--- config.mk ---
export PLATFORM = sky130hd
export DESIGN_NAME = gpr_regfile
export DESIGN_NICKNAME = d
export VERILOG_FILES = /design/src/rtl/gpr_regfile.sv
export SDC_FILE = /design/constraint.sdc
export NUM_CORES = 2
export LEC_CHECK = 0
export ABC_AREA = 0
export BUFFER_PORTS_ARGS = -buffer_cell sky130_fd_sc_hd__buf_2
export CORE_MARGIN = 2
export CORE_UTILIZATION = 60
export CTS_CLUSTER_SIZE = 40
export DETAILED_ROUTE_END_ITERATION = 8
export PLACE_DENSITY = 0.75
export SLEW_MARGIN = 20
export SYNTH_ARGS = -nofsm -noshare
export SYNTH_HDL_FRONTEND = slang
export SYNTH_SLANG_ARGS = --single-unit
--- constraint.sdc ---
create_clock -name clk -period 3.53 [get_ports clk]
set_clock_uncertainty 0.1 [all_clocks]
set_input_delay 0.706 -clock clk [delete_from_list [all_inputs] [get_ports clk]]
set_output_delay 0.706 -clock clk [all_outputs]
set_load 0.005 [all_outputs]
--- src/rtl/gpr_regfile.sv ---
// gpr_regfile: 32-entry MIPS GPR file, 2 async read ports, 1 sync write port.
// Define REGFILE_BYPASS_EN for same-cycle write-through forwarding to reads.
module gpr_regfile #(
  parameter int          DATA_W   = 32,
  parameter int          NUM_REGS = 32,
  parameter int          SP_IDX   = 29,
  parameter logic [31:0] SP_INIT  = 32'h80120000,
  parameter int          RA_IDX   = 31,
  parameter logic [31:0] RA_INIT  = 32'h00000000
) (
  input  logic              clk,
  input  logic              reset,
  input  logic              wr_en,
  input  logic [4:0]        wr_num,
  input  logic [DATA_W-1:0] wr_data,
  input  logic [4:0]        rd0_num,
  output logic [DATA_W-1:0] rd0_data,
  input  logic [4:0]        rd1_num,
  output logic [DATA_W-1:0] rd1_data
);

  localparam logic [5:0] NREG = 6'(NUM_REGS);

  // reg 0 has no storage; it is the constant zero
  logic [DATA_W-1:0] regs [1:NUM_REGS-1];

  logic wr_ok;
  assign wr_ok = wr_en && (wr_num != 5'd0) && ({1'b0, wr_num} < NREG);

  always_ff @(posedge clk) begin
    if (reset) begin
      for (int i = 1; i < NUM_REGS; i++) begin
        if (i == SP_IDX)
          regs[i] <= DATA_W'(SP_INIT);
        else if (i == RA_IDX)
          regs[i] <= DATA_W'(RA_INIT);
        else
          regs[i] <= '0;
      end
    end else if (wr_ok) begin
      regs[wr_num] <= wr_data;
    end
  end

  function automatic logic [DATA_W-1:0] read_port(
    input logic [4:0] num
  );
    logic [DATA_W-1:0] v;
    v = '0;
    if (num == 5'd0 || {1'b0, num} >= NREG)
      v = '0;
`ifdef REGFILE_BYPASS_EN
    else if (wr_ok && !reset && wr_num == num)
      v = wr_data;
`endif
    else
      v = regs[num];
    return v;
  endfunction

  assign rd0_data = read_port(rd0_num);
  assign rd1_data = read_port(rd1_num);

endmodule

# Word level (Yosys, flattened, before mapping)
# Memories as Yosys holds them, arrays and structs flattened.
# Index checks and enable logic that the tools add are counted.
dict set report totals {
  reg_bits 0
  ramBits 992
  wordCells 16
  n_memories 1
}
dict set report op_classes {
  n_mux 10
  reduce_logical 5
}
# name words width rd rd_ports_with_merged_regs write_ports line_no
set mem_list {}
lappend mem_list {regs 31 32 2 0 31 25} ;# logic [DATA_W-1:0] regs [1:NUM_REGS-1];
# cell n
set ops {}
lappend ops {{2-to-1 mux 32 bit} 3}
lappend ops {{OR reduction 32 bit} 1}
lappend ops {{zero test 5 bit} 2}
lappend ops {{2-to-1 mux 1 bit} 6}
lappend ops {{2-to-1 mux 5 bit} 1}
lappend ops {{nonzero test 5 bit} 1}
lappend ops {{logical AND 1 bit} 1}

# Longest topological paths before layout
dict set report logic_depth {
  ltp_word 7
  ltp_mapped 9
  depth_no_buf 4
}

# Worst setup path after synthesis
# OpenSTA, ideal clock, no wires.
dict set report synth_timing {
  kind {input to output}
  start {input port rd1_num[2]}
  end {output port rd1_data[10]}
  t_arrival_ns 2.338
  required_ns 2.724
  slack_ns 0.386
  stages 7
  cell_sequence {buf_2 buf_2 buf_1 mux4_2 mux4_2 o22ai_1 nor3_1}
}
dict set report synth_via {
  elab_chain_cells 2
  word_cells_on_any_way 3
  cone_classes {mux (1); reduce/logical (1); memory (1)}
}
# item line_no
set synth_lines {}
lappend synth_lines {{start: declaration} 18} ;# input logic [4:0] rd1_num,
lappend synth_lines {{memory (31 x 32 bit) / zero test 5 bit (equally long branches)} -}
lappend synth_lines {{2-to-1 mux 32 bit *} 50} ;# if (num == 5'd0 || {1'b0, num} >= NREG)
lappend synth_lines {{end: declaration} 19} ;# output logic [DATA_W-1:0] rd1_data
# Every way passes the cells marked *; elsewhere a longest branch is shown, timed or not.

# Worst setup path in the final report
dict set report layout_timing {
  start {input port rd0_num[0]}
  end {output port rd0_data[9]}
}
dict set report layout_via {
  elab_chain_cells 2
  word_cells_on_any_way 3
  cone_classes {mux (1); reduce/logical (1); memory (1)}
}
# item line_no
set layout_lines {}
lappend layout_lines {{start: declaration} 16} ;# input logic [4:0] rd0_num,
lappend layout_lines {{memory (31 x 32 bit) / zero test 5 bit (equally long branches)} -}
lappend layout_lines {{2-to-1 mux 32 bit *} 50}
lappend layout_lines {{end: declaration} 17} ;# output logic [DATA_W-1:0] rd0_data,
# Marks and branches as above.

==> results.cfg <==
[outcome]
outcome = finished with violations
violations = setup timing

[synth]
yosys_warnings = 0
synth.avg_cell_area_um2 = 15.49
syn-cell-area_um2 = 54230
async_flop_share_pct = 0
syn_inst = 3501
synth-edff-count = 1024
yosysTopAreaCell = edfxtp_1
synth_ff_type = edfxtp_1
synth-seq-area-share_pct = 56.71
synth_seq_cells = 1024
synth_area_leaders = edfxtp_1, mux4_2, and2_1, mux2i_1, clkbuf_1
ys_types = 43
synth_top_cell_area_share_pct = 56.71

[timing]
grt_setup_unrepaired = yes
worst_slew_pin_slew_ns = 0.8595
fin_crit_ns = 3.586
maxSlewHeadroom_pct = 42.27
max_freq_mhz = 278.8
fin_ws_ns = -0.05640
finalSetupViolCount = 10
min_period_over_period_pct = 101.6
hold_viol_final = 0
slew_violations = 0

[floorplanning]
rows = 110
pin_count = 114
die-area_um2 = 92800
die_y_um = 304.6
start_util_pct = 60.43
die_x_um = 304.6
core_um2 = 89740

[clocking]
clk_pin_slew_ns = 0.06
cts_buffer_depth = 3
cts_tree = built
clock_sinks = 1024
cts-root-buf = clkbuf_16
cts_max_level = 3
cts_buffers = 106

[power_and_ir_drop]
switchingPower_mw = 7.462
peakVddDrop_v = 0.0003890
power_frac_clock_pct = 37.4
p_leak_nw = 22.74
pwr-share-comb_pct = 14.2
p_total_mw = 29.85
netSwitchingFraction_pct = 25.00
seqPwrFrac_pct = 48.4
internal-power_mw = 22.39
power.density_nw_per_um2 = 466.2

[worst_setup_path]
endpoint_kind = output pin
worstPathRequired_ns = 2.72
crit_path_start_kind = input pin
crit_top_cell = buf_16
cp_max_fo = 14
cp.arrival_ns = 2.78
critical_path_class = input pin to output pin
cp_cell_sequence = buf_16 > buf_16 > mux4_2 > a221oi_4 > buf_4 > o21ai_1 > and3_1 > buf_2
cp_top_family = buffers and inverters
slowest_delay_ns = 0.55
crit_buf_inv = 4
slowest_stage = mux4_2

[routing]
drc = 0
drt-initial-drc-count = 6350
dr.pass1.iters = 5
drt_wl_total_mm = 184.2
wl_per_cell_um = 36.28
vias = 36850
vias_per_cell = 7.257
ant_nets = 0

[layout]
drive_gt1_share_pct = 35.52
syn2layout_area_growth_pct = 18.08
fin_nets = 3852
largest_reg_flops = 1024
reg.largest.list = regs x1024
stdcell_count = 5078
final_cell_mix = edfxtp_1, and2_1, mux4_2
layout_commonest_cell = edfxtp_1
regMostFlops = regs

[global_routing]
grt_max_degree = 50
grt-ovfl-total = 0
grt_use_met3_pct = 10.74
antenna_found_initial = 15
grt_pass1_wl_mm = 259.2
grt.met2_usage_pct = 59.57
top_usage_layer = met2
grt_usage_pct = 39.37
grtUsageMet1_pct = 50.69
grt_pass1_vias = 37740

[min_path]
hold_class = input pin to register

[placed_design]
pre_cts_slack_ns = -0.5816
io_buffers = 113
globalplace.congestion = 0.9345
hpwl_mm = 112.1
dpl.cell_count = 4809

[run]
maxCapViolations = 0
[power by group through the flow]
stage               Clock (mW)  Combinational [mW]  Sequential (mW)
global route              11.6                4.34             14.5
finish                    11.2                4.25             14.5
floorplan                    0                2.15             14.5
detailed placement           0                3.75             14.7
global placement             0                3.67             14.6
CTS                       11.1                3.97             14.4
[logic make-up (layout without fill, tap and decap cells)]
logic type | after synthesis | after routing | synth area share (%)
and+or+nand+nor | 1178 | 1178 | 13.33
muxes | 652 | 652 | 23.00
buffers and inverters | 387 | 743 | 3.309
AOI/OAI and AO/OA | 259 | 259 | 3.653
other | 1 | 46 | 0.006916
DFF | 1024 | 1024 | 56.71
[worst paths after layout]
kind                     from     endpoint  depth (start not counted)
setup / recovery   rd0_num[0]  rd0_data[9]                          8
hold / removal    wr_data[10]  regs[0][10]                          1
[metal layers]
| layer | vias to the layer above | share of wire [%] | routed length, um |
|---|---|---|---|
| met2 | 3420 | 46 | 84410 |
| met4 | 6 | 7.4 | 13730 |
| met3 | 720 | 14 | 26580 |
| li1 | 14210 | - | - |
| met1 | 18490 | 32 | 59510 |
| met5 | - | 0.012 | 23 |
[cell type report]
cell class / instances / area (um^2)
multi-input combinational: 2121 / 22970
sequential: 1024 / 30750
clock inverter: 60 / 546.8
fill: 5510 / 25710
clock buffer: 134 / 2821
tap: 1176 / 1471
antenna: 14 / 35.03
timing repair buffer: 547 / 5426
inverter: 2 / 7.507
[metrics by stage]
step           util [%]  hold WS (ns)  setup TNS, ns  instance area (um^2)
6_report          71.35        0.4098        -0.2320                 64030
5_1_grt           71.32        0.4169        -0.3954                 64000
4_1_cts           70.32        0.3983        -0.1311                 63100
3_5_place_dp      65.27         1.112         -11.62                 58570
3_3_place_gp      65.19         1.092         -17.49                 58490
2_1_floorplan         -        0.7049              0                 54340
[cell usage after synthesis (all sizes together) (2+ instances only)]
cell     instances
nand3            5
a211oi           7
a2111oi         55
nand3b           5
mux4           472
nor4             6
nand2b           6
nor2            36
o22ai          103
mux2i          150
mux2            30
a221oi           4
and2           992
buf            120
inv              2
a22o            51
or3b             4
or2             33
a221o            2
a22oi           16
a32o             4
edfxtp        1024
nor4b            3
nor2b           14
a21oi           12
and3             3
nor3            54
or3              5
o21ai            4
clkbuf         265
nand2            8
[repair_timing]
| item | CTS | global route |
|---|---|---|
| pin swaps | 7 | 21 |
| hold buffers | 0 | 0 |
| setup endpoints to repair | 64 | 47 |
| buffers inserted | 31 | 20 |
| resized for setup | 130 | 90 |
| gates cloned | 8 | 6 |
(Power assumes the default switching activity.)
